### config.mk
export PLATFORM = sky130hd
export DESIGN_NAME = y_operand_fetch
export DESIGN_NICKNAME = d
export VERILOG_FILES = /design/src/rtl/y_operand_fetch_pkg.sv /design/src/rtl/y_regfile.sv /design/src/rtl/y_operand_fetch.sv
export SDC_FILE = /design/constraint.sdc
export NUM_CORES = 1
export LEC_CHECK = 0
export CAP_MARGIN = 20
export CORE_ASPECT_RATIO = 1.5
export CORE_UTILIZATION = 30
export CTS_CLUSTER_DIAMETER = 200
export DETAILED_ROUTE_END_ITERATION = 10
export PLACE_DENSITY = 0.59
export SLEW_MARGIN = 20
export SYNTH_ARGS = -nofsm -noshare
export SYNTH_HDL_FRONTEND = slang
export SYNTH_SLANG_ARGS = --single-unit
### constraint.sdc
create_clock -name clk -period 2.94 [get_ports clk]
set_input_delay 0.588 -clock clk [delete_from_list [all_inputs] [get_ports clk]]
set_output_delay 0.588 -clock clk [all_outputs]
set_load 0.05 [all_outputs]
### src/rtl/y_operand_fetch_pkg.sv
// Shared sizes and ALU op encodings for the operand-fetch stage and its register file.
package y_operand_fetch_pkg;

  localparam int WIDTH = 16;
  localparam int NREG  = 8;
  localparam int AW    = 3;
  localparam int OPW   = 3;

  typedef enum logic [OPW-1:0] {
    OP_AND = 3'b000,
    OP_OR  = 3'b001,
    OP_ADD = 3'b010,
    OP_SUB = 3'b110,
    OP_SLT = 3'b111
  } alu_op_e;

endpackage

### src/rtl/y_regfile.sv
// NREG x WIDTH register file: two combinational read ports that see a same-cycle
// write-back, one write port, r0 hardwired to zero.
module y_regfile
  import y_operand_fetch_pkg::*;
(
  input  logic             clk,
  input  logic             rst,
  input  logic             wen,
  input  logic [AW-1:0]    waddr,
  input  logic [WIDTH-1:0] wdata,
  input  logic [AW-1:0]    raddr1,
  input  logic [AW-1:0]    raddr2,
  output logic [WIDTH-1:0] rdata1,
  output logic [WIDTH-1:0] rdata2
);

  logic [WIDTH-1:0] regs_q [NREG];
  logic [WIDTH-1:0] regs_d [NREG];

  always_comb begin
    regs_d = regs_q;
    if (wen && waddr != '0) regs_d[waddr] = wdata;
    regs_d[0] = '0;
  end

  always_ff @(posedge clk) begin
    if (rst) regs_q <= '{default: '0};
    else     regs_q <= regs_d;
  end

  always_comb begin
    rdata1 = regs_q[raddr1];
    rdata2 = regs_q[raddr2];
    if (wen && waddr == raddr1) rdata1 = wdata;
    if (wen && waddr == raddr2) rdata2 = wdata;
    if (raddr1 == '0) rdata1 = '0;
    if (raddr2 == '0) rdata2 = '0;
  end

endmodule

### src/rtl/y_operand_fetch.sv
// Operand-fetch stage: register read with write-back bypass, pending-write
// scoreboard for RAW stalls, and a valid/ready output register toward the ALU.
module y_operand_fetch
  import y_operand_fetch_pkg::*;
(
  input  logic             clk,
  input  logic             rst,
  input  logic             in_valid,
  output logic             in_ready,
  input  logic [AW-1:0]    in_rs1,
  input  logic [AW-1:0]    in_rs2,
  input  logic [AW-1:0]    in_rd,
  input  logic             in_wen,
  input  logic [WIDTH-1:0] in_imm,
  input  logic             in_use_imm,
  input  logic [OPW-1:0]   in_op,
  input  logic             wb_en,
  input  logic [AW-1:0]    wb_addr,
  input  logic [WIDTH-1:0] wb_data,
  output logic             out_valid,
  input  logic             out_ready,
  output logic [WIDTH-1:0] a,
  output logic [WIDTH-1:0] b,
  output logic [OPW-1:0]   alu_op,
  output logic [AW-1:0]    out_rd,
  output logic             out_wen
);

  logic [WIDTH-1:0] src_a, src_b;
  logic [NREG-1:0]  pend_q, pend_d, eff_pend;
  logic             hazard, accept;

  logic             valid_q, valid_d;
  logic [WIDTH-1:0] a_q, a_d, b_q, b_d;
  logic [OPW-1:0]   op_q, op_d;
  logic [AW-1:0]    rd_q, rd_d;
  logic             wen_q, wen_d;

  y_regfile u_regfile (
    .clk    (clk),
    .rst    (rst),
    .wen    (wb_en),
    .waddr  (wb_addr),
    .wdata  (wb_data),
    .raddr1 (in_rs1),
    .raddr2 (in_rs2),
    .rdata1 (src_a),
    .rdata2 (src_b)
  );

  // A write-back landing this cycle releases its pending bit before the hazard check.
  always_comb begin
    for (int i = 0; i < NREG; i++) begin
      eff_pend[i] = pend_q[i] & ~(wb_en & (wb_addr == AW'(i)));
    end
    hazard   = eff_pend[in_rs1] | (eff_pend[in_rs2] & ~in_use_imm);
    in_ready = ~hazard & (~valid_q | out_ready);
    accept   = in_valid & in_ready;

    pend_d = eff_pend;
    if (accept && in_wen && in_rd != '0) pend_d[in_rd] = 1'b1;
    pend_d[0] = 1'b0;
  end

  always_comb begin
    valid_d = valid_q;
    a_d     = a_q;
    b_d     = b_q;
    op_d    = op_q;
    rd_d    = rd_q;
    wen_d   = wen_q;
    if (accept) begin
      valid_d = 1'b1;
      a_d     = src_a;
      b_d     = in_use_imm ? in_imm : src_b;
      op_d    = in_op;
      rd_d    = in_rd;
      wen_d   = in_wen;
    end else if (out_ready) begin
      valid_d = 1'b0;
    end
  end

  always_ff @(posedge clk) begin
    if (rst) begin
      pend_q  <= '0;
      valid_q <= 1'b0;
      a_q     <= '0;
      b_q     <= '0;
      op_q    <= '0;
      rd_q    <= '0;
      wen_q   <= 1'b0;
    end else begin
      pend_q  <= pend_d;
      valid_q <= valid_d;
      a_q     <= a_d;
      b_q     <= b_d;
      op_q    <= op_d;
      rd_q    <= rd_d;
      wen_q   <= wen_d;
    end
  end

  assign out_valid = valid_q;
  assign a         = a_q;
  assign b         = b_q;
  assign alu_op    = op_q;
  assign out_rd    = rd_q;
  assign out_wen   = wen_q;

endmodule

==> metrics.txt <==
status=finished, final reports clean; max-slew violations=0; CP arrival=around 2.2 ns; Hold EP=a[10]; TritonCTS clock tree=built; Initial Util=30.5%; worst r2r src=out_valid; CP Data Required Time=2.35 ns; vias in the first global route=approximately 7600; min Tclk post-route=2.79 ns; Setup Viol. Count Final=0; Yosys warnings=0; hold slack=approximately 0.47 ns; Worst setup startpoint=in_rs2[0]; Worst path max stage delay=between 0.6 and 0.7 ns; Pre-antenna DRT Iters=8; Starting DRT DRC Count=around 800; Rel. slew slack=roughly 44%; worst-case reg-to-reg path depth=7; CTS Buf Count=17; cell family with most CP delay=buffers and inverters; Critical path buffers and inverters=4; Seq pwr share=about two fifths; Crit Path Category=in2out; Final Hold Viols=0; Rows=74; Post-Syn Area=~8300 µm²; Tot Pwr=5.39 mW; Worst R2R Setup Slack=1.05 ns; Mapped Cells=between 1000 and 1500; Layout Skew=around 0.010 ns; switching pwr=about 1.5 mW; WL/cell=~20 µm; Final Net Count=between 1000 and 1500; Total Wirelength=roughly 30000 µm; min-delay worst type=reg2reg; share of cells above drive strength 1=between 20 and 25%; H-tree Lvls=4; sequential share of the synthesized area=38.4%; routability cong.=between 0.8 and 0.9; Clk pin slew, worst setup/hold paths=about 0.06 ns; chip height=roughly 210 µm; CP Capture Type=output pin; GRT Util Overall=20.8%; cells along the critical path=clkdlybuf4s50_1 > buf_4 > nand2_1 > o32a_1 > o22a_1 > o2111ai_4 > inv_2 > buf_12; Die X=138 µm; FF+latch count, synth=159; RSZ-0062 raised after global routing=no; clk sink count=roughly 160; Reg-to-Reg End=pend_q[3]; area delta synth->final=27.8%; Synth Area per Inst=8.28 µm²; max_cap viols=0; Slowest cell on crit path=clkdlybuf4s50_1; top_reg_cell synth=dfxtp_1; Core Util, Final=between 30 and 40%; Core Region=between 20000 and 30000 µm²; Pwr Density=509 nW/µm²; Vias per Instance=between 5 and 6; I/O pin cnt=95; clock latency on the worst-skew pair=around 0.43 ns; drt drc=0; initial antenna violation count=0; post-route insts no fill=between 1000 and 1500; Die Area=roughly 28000 µm²; Max VDD drop=0.448 mV; switching share of power=27.9%; measured slew at the worst slew-check pin=between 0.8 and 0.9 ns; count of cell types in the netlist=53; combinational share of power=17.3%; I/O Buffers=between 90 and 100; total gr overflow=0; Post-Syn Nets=1055; EDFF count, synth=0; Post-DRT Antenna Nets=0; antenna fix cells=0; Hold Path Origin=a[10]; fraction of registers with async set/reset=0%; DP Cell Count=approximately 1400; crit share post-route=95.0%; Cell Int Power=a little under 4 mW; clock buffer depth=2; largest net degree at the start of global routing=130; Clock Power Share=40.8%; Fmax=~360 MHz; startpoint type of the worst setup path=input pin; WHS Path Cells=2; hpwl dp=19700 µm; Worst Path Max Fanout=9; root buf cell=clkbuf_16; first-pass GRT wire length=about 44000 µm; Leak=between 3 and 4 nW; Vias=~7900
-- what timing repair did --
item,in CTS,in global routing
hold buffers,0,0
gates cloned,0,0
resized for setup,8,3
pin swaps,2,4
endpoints found under the setup margin,1,1
buffers inserted,2,2
-- worst max path at each step --
stage,end,cells past startpoint
finish,in_ready,8
global route,in_ready,8
CTS,in_ready,8
detailed placement,b[7],9
global placement,in_ready,7
floorplan,in_ready,6
-- synthesized netlist by cell type, types with 8 or more instances --
library cell / instances / area share [%]
clkbuf_1: 65 / 2.9
a222oi_1: 16 / 1.9
a211oi_2: 16 / 2.4
dfxtp_1: 159 / 38
a22o_1: 16 / 1.7
a22oi_1: 16 / 1.4
nand2_1: 279 / 13
nor2_1: 37 / 1.7
buf_2: 22 / 1.3
o22ai_1: 19 / 1.4
a21oi_1: 119 / 7.2
mux2_2: 64 / 8.7
a221oi_1: 16 / 1.7
buf_4: 8 / 0.72
o21ai_1: 16 / 0.97
o21ai_0: 23 / 1.4
mux4_2: 16 / 4.3
nand2b_1: 19 / 1.4
-- stage by stage --
| step | cell area [µm²] | worst slack (ns) | setup TNS, ns |
|---|---|---|---|
| 2_1_floorplan | 8290 | 0.458 | 0 |
| 3_3_place_gp | 9950 | -0.115 | -1.62 |
| 3_5_place_dp | 9950 | -0.148 | -4.74 |
| 4_1_cts | 10600 | 0.00465 | 0 |
| 5_1_grt | 10600 | 0.0471 | 0 |
| 6_report | 10600 | 0.147 | 0 |
-- layout by cell type (no fill, tap or decap), drive strengths merged, types with 3 or more instances in the layout --
master / n
nand2: 279
dfxtp: 159
a21oi: 119
buf: 93
clkdlybuf4s50: 85
mux2: 64
o21ai: 39
nor2: 37
o22ai: 22
clkbuf: 22
nand2b: 19
a22o: 16
a22oi: 16
mux4: 16
a221oi: 16
a222oi: 16
a211oi: 16
nor3: 5
nand4b: 5
inv: 5
o32ai: 5
xnor2: 4
nand4: 4
nor2b: 4
clkinvlp: 3
and4b: 3
clkinv: 3
-- cell type report --
| cell class | count | area (µm²) |
|---|---|---|
| Sequential cell | 159 | 3180 |
| Tap cell | 342 | 428 |
| Clock inverter | 9 | 110 |
| Timing Repair Buffer | 182 | 1720 |
| Clock buffer | 22 | 464 |
| Fill cell | 2828 | 16600 |
| Multi-Input combinational cell | 733 | 4670 |
| Inverter | 4 | 15.0 |
-- logic make-up after synthesis --
| family | Yosys count | share of synthesized area, % |
|---|---|---|
| muxes | 80 | 13.0 |
| AOI/OAI and AO/OA | 273 | 22.2 |
| buffers and inverters | 109 | 5.99 |
| xor gates and xnor gates | 6 | 0.634 |
| and+or+nand+nor | 374 | 19.7 |
| DFF | 159 | 38.4 |
-- power groups by stage --
stage | clock (mW) | sequential, mW | combinational, mW
after global placement | 0 | 2.31 | 0.916
final | 2.20 | 2.26 | 0.931
after detailed placement | 0 | 2.31 | 0.923
after global routing | 2.32 | 2.27 | 0.983
after CTS | 2.24 | 2.26 | 0.927
after floorplan | 0 | 2.41 | 0.436
-- worst register-to-register path, delay by kind of cell, from the launching register on --
family | cells | cell delay (ns)
compound gates | 3 | 0.49
simple gates | 3 | 0.81
buf+inv | 1 | 0.20
flops | 1 | 0.32
-- registers in the layout, indices dropped and copies added, names as in the netlist --
| signal | cells |
|---|---|
| u_regfile.regs_q | 112 |
| out_rd | 3 |
| b | 16 |
| out_valid | 1 |
| alu_op | 3 |
| pend_q | 7 |
| out_wen | 1 |
| a | 16 |
-- layer usage --
layer | global-route usage [%] | vias to the layer above | routed length [µm]
met5 | 0 | - | 0
met4 | 9.55 | 0 | 1190
met3 | 3.03 | 56 | 1680
met2 | 36.0 | 318 | 14500
met1 | 25.0 | 3808 | 11800
li1 | - | 3732 | -
Power figures use the tool's default switching activity.
